$ cat config.mk
export PLATFORM = sky130hd
export DESIGN_NAME = if_fetch_unit
export DESIGN_NICKNAME = d
export VERILOG_FILES = /design/src/rtl/if_fetch_unit.sv
export SDC_FILE = /design/constraint.sdc
export NUM_CORES = 1
export LEC_CHECK = 0
export ABC_CLOCK_PERIOD_IN_PS = 6300
export BUFFER_PORTS_ARGS = -buffer_cell sky130_fd_sc_hd__buf_2
export CAP_MARGIN = 20
export CELL_PAD_IN_SITES_DETAIL_PLACEMENT = 1
export CELL_PAD_IN_SITES_GLOBAL_PLACEMENT = 1
export CORE_UTILIZATION = 34
export DETAILED_ROUTE_END_ITERATION = 10
export HOLD_SLACK_MARGIN = 0.12
export PLACE_DENSITY = 0.84
export SETUP_SLACK_MARGIN = 0.2
export SYNTH_ARGS = -nofsm -noshare
export SYNTH_HDL_FRONTEND = slang
export SYNTH_SLANG_ARGS = --single-unit
$ cat constraint.sdc
create_clock -name clk -period 6.3 [get_ports clk]
set_input_delay 1.26 -clock clk [delete_from_list [all_inputs] [get_ports clk]]
set_output_delay 1.26 -clock clk [all_outputs]
set_load 0.05 [all_outputs]
$ cat src/rtl/if_fetch_unit.sv
// Instruction-fetch stage: holds the PC, fetches over a req/ack memory
// handshake, buffers one instruction with valid/ready flow control and
// computes redirect targets for branch, j/jal and jr.
module if_fetch_unit #(
  parameter logic [31:0] RESET_PC = 32'h0000_3000
) (
  input  logic        clk,
  input  logic        reset,
  output logic [31:0] imem_addr,
  output logic        imem_req,
  input  logic        imem_ack,
  input  logic [31:0] imem_data,
  output logic [31:0] ins,
  output logic [31:0] ins_pc,
  output logic        ins_valid,
  input  logic        id_ready,
  input  logic        redirect,
  input  logic [1:0]  npc_sel,
  input  logic [31:0] base_pc,
  input  logic [15:0] br_imm16,
  input  logic [25:0] j_target,
  input  logic [31:0] jr_addr
);

  typedef enum logic [0:0] {
    FETCH = 1'b0,
    DRAIN = 1'b1
  } state_t;

  state_t      state_r;
  logic [31:0] pc_r;
  logic [31:0] drain_pc_r;
  logic        hold_r;       // a request is outstanding and must stay raised
  logic        slot_free_s;
  logic        fire_s;
  logic [31:0] npc_s;

  // Next-PC selection; all arithmetic wraps mod 2^32.
  function automatic logic [31:0] calc_npc(
    input logic [1:0]  sel,
    input logic [31:0] base,
    input logic [15:0] imm,
    input logic [25:0] tgt,
    input logic [31:0] jr
  );
    logic [31:0] p4;
    p4 = base + 32'd4;
    case (sel)
      2'b00:   calc_npc = p4;
      2'b01:   calc_npc = p4 + {{14{imm[15]}}, imm, 2'b00};
      2'b10:   calc_npc = {p4[31:28], tgt, 2'b00};
      2'b11:   calc_npc = jr;
      default: calc_npc = p4;
    endcase
  endfunction

  // Buffer availability, handshake completion and redirect target.
  always_comb begin
    slot_free_s = !ins_valid || id_ready;
    fire_s      = imem_req && imem_ack;
    npc_s       = calc_npc(npc_sel, base_pc, br_imm16, j_target, jr_addr);
  end

  // Memory request: drained address in DRAIN, otherwise the PC while the
  // buffer can accept a word or a request is already outstanding.
  always_comb begin
    imem_req  = 1'b0;
    imem_addr = pc_r;
    if (reset) begin
      imem_req  = 1'b0;
      imem_addr = pc_r;
    end else begin
      case (state_r)
        FETCH: begin
          imem_req  = hold_r || slot_free_s;
          imem_addr = pc_r;
        end
        DRAIN: begin
          imem_req  = 1'b1;
          imem_addr = drain_pc_r;
        end
        default: begin
          imem_req  = 1'b0;
          imem_addr = pc_r;
        end
      endcase
    end
  end

  // Fetch FSM, PC and one-entry output buffer.
  always_ff @(posedge clk or posedge reset) begin
    if (reset) begin
      state_r    <= FETCH;
      pc_r       <= RESET_PC;
      drain_pc_r <= 32'h0000_0000;
      hold_r     <= 1'b0;
      ins        <= 32'h0000_0000;
      ins_pc     <= 32'h0000_0000;
      ins_valid  <= 1'b0;
    end else if (redirect) begin
      // Flush and steer; an unanswered request must still be drained
      // from memory at its original address.
      pc_r      <= npc_s;
      ins_valid <= 1'b0;
      hold_r    <= 1'b0;
      case (state_r)
        FETCH: begin
          if (imem_req && !imem_ack) begin
            drain_pc_r <= pc_r;
            state_r    <= DRAIN;
          end
        end
        DRAIN: begin
          if (imem_ack) begin
            state_r <= FETCH;
          end
        end
        default: state_r <= FETCH;
      endcase
    end else begin
      case (state_r)
        FETCH: begin
          if (fire_s) begin
            hold_r <= 1'b0;
            // A word that arrives while the buffer is stalled is dropped
            // and the same PC is fetched again later.
            if (slot_free_s) begin
              ins       <= imem_data;
              ins_pc    <= pc_r;
              ins_valid <= 1'b1;
              pc_r      <= pc_r + 32'd4;
            end
          end else begin
            hold_r <= imem_req;
            if (ins_valid && id_ready) begin
              ins_valid <= 1'b0;
            end
          end
        end
        DRAIN: begin
          if (imem_ack) begin
            state_r <= FETCH;
          end
          if (ins_valid && id_ready) begin
            ins_valid <= 1'b0;
          end
        end
        default: state_r <= FETCH;
      endcase
    end
  end

endmodule

==> out/qor.yml <==
run_status:
  status: "completed"
floorplan:
  die_w_um: 160
  coreArea_um2: 24500
  start_util: 0.348
  num_rows: 57
  dieArea_um2: 25700
  io_pins: 243
  die_h_um: 160
yosys:
  synth.distinct_cells: 59
  synth-simple-area-share: 0.128
  synth_top_family_by_area: "multiplexers"
  synth-seq-cells: 131
  yosysTopAreaCell: "dfrtp_1"
  synth_fa_ha_area_frac: 0.0552
  async_reset_ff_frac: 1.00
  synth_mux_area_frac: 0.233
  synth_area_leaders: "dfrtp_1, mux2_2, ha_1, mux4_2, xnor2_1"
  synthCells: 815
  synth-xor-area-share: 0.0781
  yosysSeqAreaShare: 0.385
  synth_edf_count: 0
  synth_top_cell_area_share: 0.379
  syn_area_um2: 8520
  synth.avg_cell_area_um2: 10.5
  synthFlopType: "dfrtp_1"
  synth_compound_area_frac: 0.0951
  synth_warnings: 0
  syn-num-nets: 997
worst_setup_path:
  cp_slowest_cell: "nor2_1"
  critPathMaxStageDelay_ns: 0.51
  arrival_ns: 4.85
  crit_type: "in -> reg"
  cp-start-kind: "primary input"
  cp_max_fo: 7
  crit_chain: "buf_2 -> ha_1 -> nand2_1 -> nor2_1 -> nand4_1 -> xnor2_1 -> ha_1 -> nor3_1 -> nor2_1 -> o41ai_1 -> o31ai_1 -> o31ai_1 -> o21ai_0 -> a41oi_1 -> mux2i_1 -> a221oi_2"
  end_kind: "flop"
  cp.required_ns: 6.58
clock_network:
  cts.clk_slew.worst_paths_ns: 0.06
  clk_root_buffer_cell: "clkbuf_16"
  numCtsBuffers: 17
  h-tree-depth: 4
  ctsLongestPathBuffers: 2
  post-cts-setup-buffers: 0
  cts_resized: 0
  ctsHoldBuffers: 0
  cts_tree: "yes"
  cts_sinks: 131
  clk_latency_ns: 0.42
sta:
  rsz0062_at_grt: "no"
  hold_violations: 0
  period_share: 0.725
  fmax_mhz: 219
  setup_tns_ns: 0
  period_minus_slack_ns: 4.57
  tightestPinTransition_ns: 0.827
  slew_headroom: 0.447
  slew_viol_final: 0
  fin_skew_ns: 0.0124
  setup_viol: 0
power:
  p_total_mw: 3.55
  irDropWorstVdd_mv: 0.174
  power_density_nw_per_um2: 332
  p_leak_nw: 4.83
final_layout:
  syn_to_final_growth_pct: 25.4
  final_layout_size_suffix_gt1_frac: 0.417
  final_area_um2: 10700
  fillers: 2810
  final_core_util: 0.437
  nets: 1231
global_routing:
  grt_pass1_vias: 7679
  globalRouteOverflowTotal: 0
  grt_max_degree: 81
  grt_pass1_wl_mm: 41.1
  grt_use_total: 0.203
  antenna_found_initial: 1
routing:
  vias: 7247
  drc: 0
  drt_wl_total_mm: 25.6
  via_per_inst: 5.23
  wl_per_cell_um: 18.5
  drt_first_pass_iters: 4
  drtIter0Drc: 296
  ant_nets: 0
placed_design:
  dpl_cell_area_um2: 10100
  place_congestion: 0.882
  place_hpwl_mm: 20.0
  numPortBuffers: 242
flow_run:
  max-cap-violations: 0
worst_hold_path:
  min_path_type: "reg -> reg"
## placed cells by master (no fill, tap or decap), drive strengths merged, types with 7 or more instances in the layout
master / count
buf: 252
dfrtp: 129
mux2: 128
nand2: 71
nor2: 60
xnor2: 44
a21oi: 37
ha: 36
o21ai: 35
nand3: 32
xor2: 32
mux4: 18
clkbuf: 18
inv: 17
nand4: 14
mux2i: 14
and3: 10
a21o: 10
nand2b: 8
nor3: 7
## metrics by stage
| stage | setup slack (ns) | hold WS [ns] | std cells |
|---|---|---|---|
| finish | 1.73 | 0.499 | 1386 |
| global route | 1.43 | 0.516 | 1386 |
| CTS | 1.73 | 0.504 | 1384 |
| detailed placement | 1.35 | 0.490 | 1353 |
| global placement | 1.49 | 0.484 | 1353 |
| floorplan | 0.562 | 0.477 | 815 |
## routing by layer
metal / track usage / vias to the layer above / wire length [um]
met5: 0 / - / 0
met2: 0.337 / 232 / 12300
met3: 0.0305 / 41 / 1350
li1: - / 3403 / -
met1: 0.271 / 3571 / 11500
met4: 0.0667 / 0 / 463
## cells by family after synthesis
kind of cell               Yosys count
and+or+nand+nor                    227
muxes                              160
DFF                                131
AOI/OAI and AO/OA                  130
xor gates and xnor gates            76
buffers and inverters               54
adders and majority gates           37
## layout make-up
| type | count | area [um2] | area share |
|---|---|---|---|
| antenna | 1 | 2.50 | 0.000234 |
| inverter | 17 | 67.6 | 0.00632 |
| sequential | 131 | 3280 | 0.307 |
| timing repair buffer | 252 | 1310 | 0.122 |
| tap | 324 | 405 | 0.0379 |
| clock buffer | 18 | 439 | 0.0411 |
| clock inverter | 13 | 159 | 0.0149 |
| multi-input combinational | 630 | 5030 | 0.471 |
## power by group
group	total, mW	switching [mW]	internal (mW)
combinational	1.34	0.894	0.445
clock	1.00	0.373	0.629
sequential	1.21	0.158	1.05
total	3.55	1.42	2.13
## critical path: cells and delay by family
kind            cells  cell delay (ns)
compound gates      6             1.31
xor+xnor            1             0.24
fa+ha+maj           2             0.57
buf+inv             1             0.12
mux                 1             0.26
simple gates        5             1.07
## registers in the layout (all words and copies together) (netlist names)
register	flops
drain_pc_r	32
pc_r	32
state_r	1
ins_pc	32
hold_r	1
ins_valid	1
ins	32
## Yosys cell counts (7+ instances only)
master / instances
nor3_1: 7
inv_1: 17
nor2_1: 59
ha_1: 36
nand2b_1: 8
nand3_1: 32
mux2_2: 128
a21oi_1: 37
and3_1: 10
xnor2_1: 44
nand4_1: 14
nand2_1: 70
xor2_1: 32
a21o_1: 10
mux4_2: 18
o21ai_0: 34
clkbuf_1: 22
dfrtp_1: 129
mux2i_1: 14
buf_1: 10
## worst paths after layout
check,depth (start not counted),startpoint,slack (ns),endpoint
worst max-delay path,16,base_pc[2],1.73,pc_r[30]
worst min-delay path,1,ins_pc[27],0.50,ins_pc[27]
worst max register to register,5,state_r,3.35,ins[15]
worst min register to register,1,ins_pc[27],0.50,ins_pc[27]
max in group asynchronous,5,reset,4.19,ins_pc[14]
min in group asynchronous,3,reset,1.09,pc_r[9]
Power figures use the tool's default switching activity.
